## config.mk

```make
export PLATFORM = sky130hd
export DESIGN_NAME = btn_debounce_flat
export DESIGN_NICKNAME = d
export VERILOG_FILES = /design/src/rtl/btn_debounce_if.sv /design/src/rtl/btn_debounce.sv /design/src/flat_wrapper.sv
export SDC_FILE = /design/constraint.sdc
export NUM_CORES = 1
export LEC_CHECK = 0
export CELL_PAD_IN_SITES_DETAIL_PLACEMENT = 0
export CELL_PAD_IN_SITES_GLOBAL_PLACEMENT = 1
export CORE_ASPECT_RATIO = 1.1
export CORE_UTILIZATION = 35
export CTS_CLUSTER_SIZE = 16
export DETAILED_ROUTE_END_ITERATION = 7
export PLACE_DENSITY_LB_ADDON = 0.1
export SETUP_SLACK_MARGIN = 0.1
export SKIP_LAST_GASP = 1
export SLEW_MARGIN = 15
export SYNTH_ARGS = -nofsm -noshare
export SYNTH_HDL_FRONTEND = slang
export SYNTH_SLANG_ARGS = --single-unit
```

## constraint.sdc

```tcl
create_clock -name clk -period 4.6 [get_ports clk]
set_input_delay 0.46 -clock clk [delete_from_list [all_inputs] [get_ports clk]]
set_output_delay 0.46 -clock clk [all_outputs]
set_load 0.005 [all_outputs]
```

## src/rtl/btn_debounce_if.sv

```systemverilog
// Pushbutton conditioner signal bundle: raw button in, debounced level, strobes and press count out.
// No backpressure: the strobes are one-cycle events that the consumer must sample on the cycle they are high.
interface btn_debounce_if;
   logic       btn_raw;
   logic       btn_level;
   logic       press_pulse;
   logic       release_pulse;
   logic       long_pulse;
   logic [7:0] press_count;

   modport master (
      output btn_raw,
      input  btn_level,
      input  press_pulse,
      input  release_pulse,
      input  long_pulse,
      input  press_count
   );

   modport slave (
      input  btn_raw,
      output btn_level,
      output press_pulse,
      output release_pulse,
      output long_pulse,
      output press_count
   );
endinterface

```

## src/rtl/btn_debounce.sv

```systemverilog
// Pushbutton synchroniser, debouncer and press/release/long-press strobe generator.
// Long-press detection is built only when BTN_LONG_PRESS_EN is defined; otherwise long_pulse is tied to 0.
module btn_debounce #(
   parameter int unsigned DEBOUNCE_CYCLES = 1000000,
   parameter int unsigned LONG_CYCLES     = 100000000,
   parameter int unsigned CNT_W           = 27
) (
   input  logic          clk,
   input  logic          rst_n,
   btn_debounce_if.slave btn_if,
   output logic [1:0]    dbg_state_o
);

   typedef enum logic [1:0] {
      IDLE         = 2'd0,
      PRESS_WAIT   = 2'd1,
      HELD         = 2'd2,
      RELEASE_WAIT = 2'd3
   } state_t;

   localparam logic [CNT_W-1:0] DEB_LAST = CNT_W'(DEBOUNCE_CYCLES - 1);

   if (DEBOUNCE_CYCLES < 1 || LONG_CYCLES < 1) begin : g_bad_params
      $error("btn_debounce: DEBOUNCE_CYCLES and LONG_CYCLES must be at least 1");
   end

   state_t           state_q;
   logic             s1_q;
   logic             btn_s_q;
   logic [CNT_W-1:0] dcnt_q;
   logic             level_q;
   logic             press_q;
   logic             release_q;
   logic [7:0]       count_q;
   logic             press_accept;
   logic             release_accept;

   // The input has been stable for the full debounce window on this edge.
   assign press_accept   = (state_q == PRESS_WAIT)   &&  btn_s_q && (dcnt_q == DEB_LAST);
   assign release_accept = (state_q == RELEASE_WAIT) && !btn_s_q && (dcnt_q == DEB_LAST);

   always_ff @(posedge clk) begin
      if (!rst_n) begin
         s1_q      <= 1'b0;
         btn_s_q   <= 1'b0;
         state_q   <= IDLE;
         dcnt_q    <= '0;
         level_q   <= 1'b0;
         press_q   <= 1'b0;
         release_q <= 1'b0;
         count_q   <= 8'd0;
      end else begin
         s1_q      <= btn_if.btn_raw;
         btn_s_q   <= s1_q;
         press_q   <= 1'b0;
         release_q <= 1'b0;
         case (state_q)
            IDLE: begin
               if (btn_s_q) begin
                  state_q <= PRESS_WAIT;
                  dcnt_q  <= '0;
               end
            end
            PRESS_WAIT: begin
               if (!btn_s_q) begin
                  state_q <= IDLE;
               end else if (press_accept) begin
                  state_q <= HELD;
                  press_q <= 1'b1;
                  level_q <= 1'b1;
                  count_q <= count_q + 8'd1;
               end else begin
                  dcnt_q <= dcnt_q + CNT_W'(1);
               end
            end
            HELD: begin
               if (!btn_s_q) begin
                  state_q <= RELEASE_WAIT;
                  dcnt_q  <= '0;
               end
            end
            RELEASE_WAIT: begin
               if (btn_s_q) begin
                  state_q <= HELD;
               end else if (release_accept) begin
                  state_q   <= IDLE;
                  release_q <= 1'b1;
                  level_q   <= 1'b0;
               end else begin
                  dcnt_q <= dcnt_q + CNT_W'(1);
               end
            end
            default: state_q <= IDLE;
         endcase
      end
   end

`ifdef BTN_LONG_PRESS_EN
   localparam logic [CNT_W-1:0] HOLD_LAST = CNT_W'(LONG_CYCLES - 1);
   localparam logic [CNT_W-1:0] HOLD_DONE = CNT_W'(LONG_CYCLES);

   logic [CNT_W-1:0] hcnt_q;
   logic             long_q;

   // hcnt parks at HOLD_DONE after firing so each press yields one long_pulse;
   // it only advances in HELD with the button still down, so release bounces pause it.
   always_ff @(posedge clk) begin
      if (!rst_n) begin
         hcnt_q <= '0;
         long_q <= 1'b0;
      end else begin
         long_q <= 1'b0;
         if (press_accept) begin
            hcnt_q <= '0;
         end else if (state_q == HELD && btn_s_q) begin
            if (hcnt_q == HOLD_LAST) begin
               long_q <= 1'b1;
               hcnt_q <= HOLD_DONE;
            end else if (hcnt_q < HOLD_LAST) begin
               hcnt_q <= hcnt_q + CNT_W'(1);
            end
         end
      end
   end

   assign btn_if.long_pulse = long_q;
`else
   assign btn_if.long_pulse = 1'b0;
`endif

   assign btn_if.btn_level     = level_q;
   assign btn_if.press_pulse   = press_q;
   assign btn_if.release_pulse = release_q;
   assign btn_if.press_count   = count_q;
   assign dbg_state_o          = state_q;

endmodule
```

## src/flat_wrapper.sv

```systemverilog
// flat-port wrapper written by rule: the top's interface ports become plain ports
module btn_debounce_flat 
#(
   parameter int unsigned DEBOUNCE_CYCLES = 1000000,
   parameter int unsigned LONG_CYCLES     = 100000000,
   parameter int unsigned CNT_W           = 27
)
  (clk, rst_n, dbg_state_o, btn_if_btn_raw, btn_if_btn_level, btn_if_press_pulse, btn_if_release_pulse, btn_if_long_pulse, btn_if_press_count);
  btn_debounce_if btn_if_i ();
  input  logic clk;
  input  logic rst_n;
  output logic [1:0] dbg_state_o;
  input wire logic [$bits(btn_if_i.btn_raw)-1:0] btn_if_btn_raw;
  output wire logic [$bits(btn_if_i.btn_level)-1:0] btn_if_btn_level;
  output wire logic [$bits(btn_if_i.press_pulse)-1:0] btn_if_press_pulse;
  output wire logic [$bits(btn_if_i.release_pulse)-1:0] btn_if_release_pulse;
  output wire logic [$bits(btn_if_i.long_pulse)-1:0] btn_if_long_pulse;
  output wire logic [$bits(btn_if_i.press_count)-1:0] btn_if_press_count;
  assign btn_if_i.btn_raw = btn_if_btn_raw;
  assign btn_if_btn_level = btn_if_i.btn_level;
  assign btn_if_press_pulse = btn_if_i.press_pulse;
  assign btn_if_release_pulse = btn_if_i.release_pulse;
  assign btn_if_long_pulse = btn_if_i.long_pulse;
  assign btn_if_press_count = btn_if_i.press_count;
  btn_debounce #(.DEBOUNCE_CYCLES(DEBOUNCE_CYCLES), .LONG_CYCLES(LONG_CYCLES), .CNT_W(CNT_W)) u_core (.clk(clk), .rst_n(rst_n), .btn_if(btn_if_i), .dbg_state_o(dbg_state_o));
endmodule
```

==> flow_metrics.tcl, run 1 <==
set metrics [dict create \
    synthToLayoutAreaGrowth_pct 15.1 \
    finClkSkew_ns 0.00678 \
    dr.pass1.iters 4 \
    avgSynthCellArea_um2 8.97 \
    track_usage 0.158 \
    grt_pass1_wl_um 8160 \
    fmax_mhz 436 \
    clk_latency_ns 0.29 \
    hold_buffers 0 \
    ios 17 \
    start_util 0.369 \
    clkTransAtPathRegs_ns 0.08 \
    grt_overflow 0 \
    first_global_vias 1677 \
    rows 29 \
    slowest_stage "nor4_2" \
    worst_ep_required_time_ns 4.79 \
    yosys_warnings 0 \
    finalHoldViolCount 0 \
    fin_crit_ns 2.30 \
    drt_iter0_drc 65 \
    grt_antenna_before_repair 0 \
    drc 0 \
    cts_max_level 2 \
    dieArea_um2 6520 \
    criticalPathCategory "flop to flop" \
    hold_path_class "flop to flop" \
    synth_area_um2 2170 \
    final_area_um2 2500 \
    relSlewSlack 0.523 \
    crit_path_max_incr_delay_ns 0.64 \
    yosys_register_bits 42 \
    cts.sinks 42 \
    power_density_nw_per_um2 273 \
    rsz0062_at_grt "no" \
    port_buffers 15 \
    status "completed" \
    synth_fp_nets 247 \
    cts_buffer_depth 2 \
    diodes 0 \
    place_area_um2 2380 \
    grt_max_degree 23 \
    setup_viol 0 \
    worst_slew_pin_slew_ns 0.711 \
    cts_setup_buffers 0 \
    final_nets 262 \
    tns_ns 0 \
    ys.flop_type "dfxtp_1" \
    cts-resized-gates 0 \
    cp_cell_sequence "ha_1, nand4_1, nor4_2, buf_4, o311ai_0, o41ai_1" \
    p_leak_nw 0.934 \
    die_h_um 84.6 \
    yosysSeqAreaShare 0.387 \
    critPathCaptureType "flop" \
    fp.dieW_um 77.1 \
    place_hpwl_um 3370 \
    drt-vias-per-instance 5.43 \
    final_antenna_net_count 0 \
    cp-start-kind "flop" \
    postSynthCellCount 242 \
    critPathMaxFanout 17 \
    cts_buffers 5 \
    vias 1813 \
    finalMaxSlewViolations 0 \
    drive_gt1_frac 0.0856 \
    cts_root_buffer "clkbuf_8" \
    synth_cell_types 48 \
    cts_tree "built" \
    post-route-period-util 0.499 \
    coreArea_um2 5880 \
    wl_per_cell_um 14.1 \
    ir_drop_mv 0.152 \
    drt_wl_total_um 4710 \
    gp_congestion 0.817 \
    synthArstFlopShare 0 \
    synth_edf_count 0 \
    cap_viol_max_count 0 \
    arrival_ns 2.48 \
]
[Yosys cell counts (6+ instances only)]
library cell	number	area (um2)
mux2i_1	9	90.1
nand4_1	12	75.1
o211ai_1	8	60.1
and2_1	6	37.5
xor2_1	11	96.3
dfxtp_1	42	841
nand3_1	20	100
nand2b_1	12	75.1
nor2_1	19	71.3
nand2_1	24	90.1
[cell type report]
cell class / instances / area [um2]
Clock buffer: 6 / 82.6
Clock inverter: 1 / 30.0
Fill cell: 614 / 3380
Inverter: 2 / 7.51
Multi-Input combinational cell: 187 / 1260
Sequential cell: 42 / 841
Tap cell: 77 / 96.3
Timing Repair Buffer: 19 / 180
[layer usage]
layer,global-route usage,share of wire,up-vias
met5,0,0,-
met4,0.0497,0.012,0
met3,0.0380,0.031,5
met2,0.264,0.48,26
met1,0.201,0.48,863
li1,-,-,919
[cells in the final DEF (no fill, tap or decap), drive strengths merged]
cell | netlist | final
inv | 2 | 2
xnor2 | 1 | 1
and4 | 2 | 2
a31oi | 1 | 1
a311o | 2 | 2
clkbuf | 5 | 6
or4 | 5 | 5
nor3 | 3 | 3
and3 | 5 | 5
nor3b | 3 | 3
or4b | 1 | 1
nand4b | 1 | 1
nor4b | 4 | 4
and2 | 6 | 6
buf | 6 | 4
nand2b | 12 | 12
o311ai | 3 | 3
nand4 | 14 | 14
nor2b | 3 | 3
nand2 | 24 | 24
a21boi | 1 | 1
bufinv | 0 | 1
nand3 | 20 | 20
o31ai | 1 | 1
a21oi | 3 | 3
o21ai | 6 | 6
mux2i | 9 | 9
ha | 2 | 2
nor2 | 19 | 19
and4b | 1 | 1
conb | 1 | 1
o211ai | 8 | 8
clkdlybuf4s50 | 0 | 15
dfxtp | 42 | 42
xor2 | 12 | 12
o41ai | 2 | 2
or3 | 3 | 3
o31a | 1 | 1
nor4 | 8 | 8
[state kept, by name (all words and copies together) (netlist names), named ones only]
name,cells
u_core.btn_if.release_pulse,1
u_core.btn_s_q,1
u_core.btn_if.press_pulse,1
u_core.btn_if.press_count,8
u_core.s1_q,1
u_core.dcnt_q,27
u_core.btn_if.btn_level,1
u_core.dbg_state_o,1
[worst max-delay path: cells and delay by family, from the launching register on]
| kind | cells | cell delay, ns |
|---|---|---|
| simple gates | 2 | 1.00 |
| buf+inv | 1 | 0.32 |
| compound gates | 2 | 0.25 |
| fa+ha+maj | 1 | 0.22 |
| flops | 1 | 0.40 |
[final timing paths]
kind / to / slack, ns / cells after the start / startpoint
setup / recovery: u_core.dcnt_q[3] / 2.30 / 6 / u_core.dcnt_q[0]
hold / removal: u_core.btn_s_q / 0.45 / 1 / u_core.s1_q
hold reg to reg: u_core.btn_s_q / 0.45 / 1 / u_core.s1_q
setup reg to reg: u_core.dcnt_q[3] / 2.30 / 6 / u_core.dcnt_q[0]
[power breakdown]
part           switching (mW)  internal [mW]  leakage [nW]
clock                   0.120          0.174        0.0573
combinational          0.0151        0.00756         0.538
sequential            0.00140          0.364         0.339
[kinds of logic (layout without fill, tap and decap cells)]
group	count (synthesis)	count (layout)	share of synthesized area
mux	9	9	0.0415
flops	42	42	0.387
fa+ha+maj	2	2	0.0115
other cells	1	1	0.00173
xor+xnor	13	13	0.0559
compound gates	28	28	0.0917
buf+inv	13	28	0.0334
simple gates	134	134	0.377
[metrics by stage]
step | instances | worst slack [ns] | power, mW | utilization | hold WS, ns
2_1_floorplan | 242 | 2.82 | 0.389 | - | 0.412
3_3_place_gp | 327 | 2.02 | 0.397 | 0.405 | 0.421
3_5_place_dp | 327 | 1.95 | 0.397 | 0.405 | 0.432
4_1_cts | 334 | 2.25 | 0.696 | 0.424 | 0.454
5_1_grt | 334 | 2.08 | 0.710 | 0.425 | 0.478
6_report | 334 | 2.30 | 0.682 | 0.425 | 0.445
Power figures use the tool's default switching activity.
==> inputs of run 2 (changes only) <==
- clock period: 4.6 -> 2 ns (I/O delays scaled with it)
==> flow_metrics.tcl, run 2 (same netlist as run 1, synthesis figures left out) <==
set metrics [dict create \
    drt-vias-per-instance 5.35 \
    hold_path_class "flop to flop" \
    post-route-period-util 0.911 \
    worst_ep_required_time_ns 2.23 \
    drive_gt1_frac 0.154 \
    wl_per_cell_um 14.4 \
    gp_congestion 0.819 \
    drc 0 \
    drt_wl_total_um 5050 \
    place_hpwl_um 3570 \
    coreArea_um2 5880 \
    cts.sinks 42 \
    grt_overflow 0 \
    diodes 0 \
    swShare 0.213 \
    setup_viol 0 \
    finalMaxSlewViolations 0 \
    final_nets 277 \
    finalHoldViolCount 0 \
    grt_antenna_before_repair 0 \
    power_frac_comb 0.040 \
    cts_buffers 5 \
    layout_common_cells "dfxtp_1 (41), nand2_1 (24), nor2_1 (19)" \
    ir_drop_mv 0.354 \
    cp-start-kind "flop" \
    dr.pass1.iters 4 \
    min_path_cells 1 \
    fmax_mhz 549 \
    cap_viol_max_count 0 \
    fillers 593 \
    first_global_vias 1724 \
    clkPwrFrac 0.425 \
    fin_crit_ns 1.82 \
    rsz0062_at_grt "no" \
    die_h_um 84.6 \
    final_cells 350 \
    p_int_mw 1.24 \
    dieArea_um2 6520 \
    hp-start "u_core.s1_q" \
    layout_commonest_cell "dfxtp_1" \
    drt_iter0_drc 74 \
    grt_max_degree 21 \
    track_usage 0.161 \
    final_antenna_net_count 0 \
    finClkSkew_ns 0.0109 \
    critPathCaptureType "flop" \
    ios 17 \
    power_frac_seq 0.535 \
    arrival_ns 2.06 \
    reg2regPathDepth 5 \
    cts_root_buffer "clkbuf_8" \
    p_sw_mw 0.335 \
    critPathMaxFanout 6 \
    port_buffers 15 \
    reg2reg_from "u_core.dcnt_q[7]" \
    startpoint "u_core.dcnt_q[7]" \
    synthToLayoutAreaGrowth_pct 23.1 \
    clkTransAtPathRegs_ns 0.08 \
    fp.dieW_um 77.1 \
    place_inst 342 \
    grt_pass1_wl_um 8380 \
    largest_register "u_core.dcnt_q" \
    power_density_nw_per_um2 588 \
    clk_latency_ns 0.30 \
    largest_register_ffs 27 \
    cts_max_level 2 \
    p_leak_nw 1.03 \
    status "completed" \
    cts_tree "built" \
    vias 1871 \
    start_util 0.369 \
    criticalPathCategory "flop to flop" \
    cts_buffer_depth 2 \
    rows 29 \
    tns_ns 0 \
]
-- run 2: through the flow --
| step | power, mW | cell area (um2) | util | hold slack (ns) | setup slack (ns) |
|---|---|---|---|---|---|
| 2_1_floorplan | 0.896 | 2170 | - | 0.327 | 0.217 |
| 3_3_place_gp | 0.924 | 2510 | 0.427 | 0.424 | 0.206 |
| 3_5_place_dp | 0.924 | 2510 | 0.427 | 0.443 | 0.172 |
| 4_1_cts | 1.59 | 2620 | 0.446 | 0.459 | 0.117 |
| 5_1_grt | 1.64 | 2670 | 0.455 | 0.478 | 0.103 |
| 6_report | 1.57 | 2670 | 0.455 | 0.447 | 0.178 |
-- run 2: what timing repair did --
action / 4_1_cts / 5_1_grt
resized for setup: 1 / 9
endpoints found under the setup margin: 2 / 17
endpoints found under the hold margin: 0 / 0
setup buffers: 0 / 0
hold buffers: 0 / 0
pin swaps: 0 / 2
-- run 2: worst max-delay path, cell delays in order, from the launching register on --
cell	delay (ns)
dfxtp_1	0.51
nand4_4	0.19
nor4_4	0.41
nand4_1	0.15
or4_1	0.42
nand2_1	0.08
-- run 2: cell type report --
cell class	instances	area (um2)	share of cell area
flip-flops and latches	42	842	0.315
well taps	77	96.3	0.0360
clock buffers	7	76.3	0.0286
multi-input cells	187	1320	0.492
clock inverters	1	30.0	0.0112
inverters	2	7.51	0.00281
repair buffers	34	305	0.114
-- run 2: path summary, 6_finish.rpt --
path	to	slack, ns
hold reg to reg	u_core.btn_s_q	0.45
setup reg to reg	u_core.dcnt_q[16]	0.18
hold / removal	u_core.btn_s_q	0.45
setup / recovery	u_core.dcnt_q[16]	0.18
-- run 2: routing by layer --
layer | global-route usage | share of wire
met5 | 0 | 0
met4 | 0.0497 | 0.011
met3 | 0.0337 | 0.028
met2 | 0.278 | 0.48
met1 | 0.201 | 0.48
-- run 2: power by group through the flow --
stage | logic [mW] | clock network [mW] | registers [mW]
2_1_floorplan | 0.0360 | 0 | 0.859
3_3_place_gp | 0.0633 | 0 | 0.861
3_5_place_dp | 0.0625 | 0 | 0.861
4_1_cts | 0.0627 | 0.690 | 0.841
5_1_grt | 0.0686 | 0.728 | 0.842
6_report | 0.0628 | 0.667 | 0.841
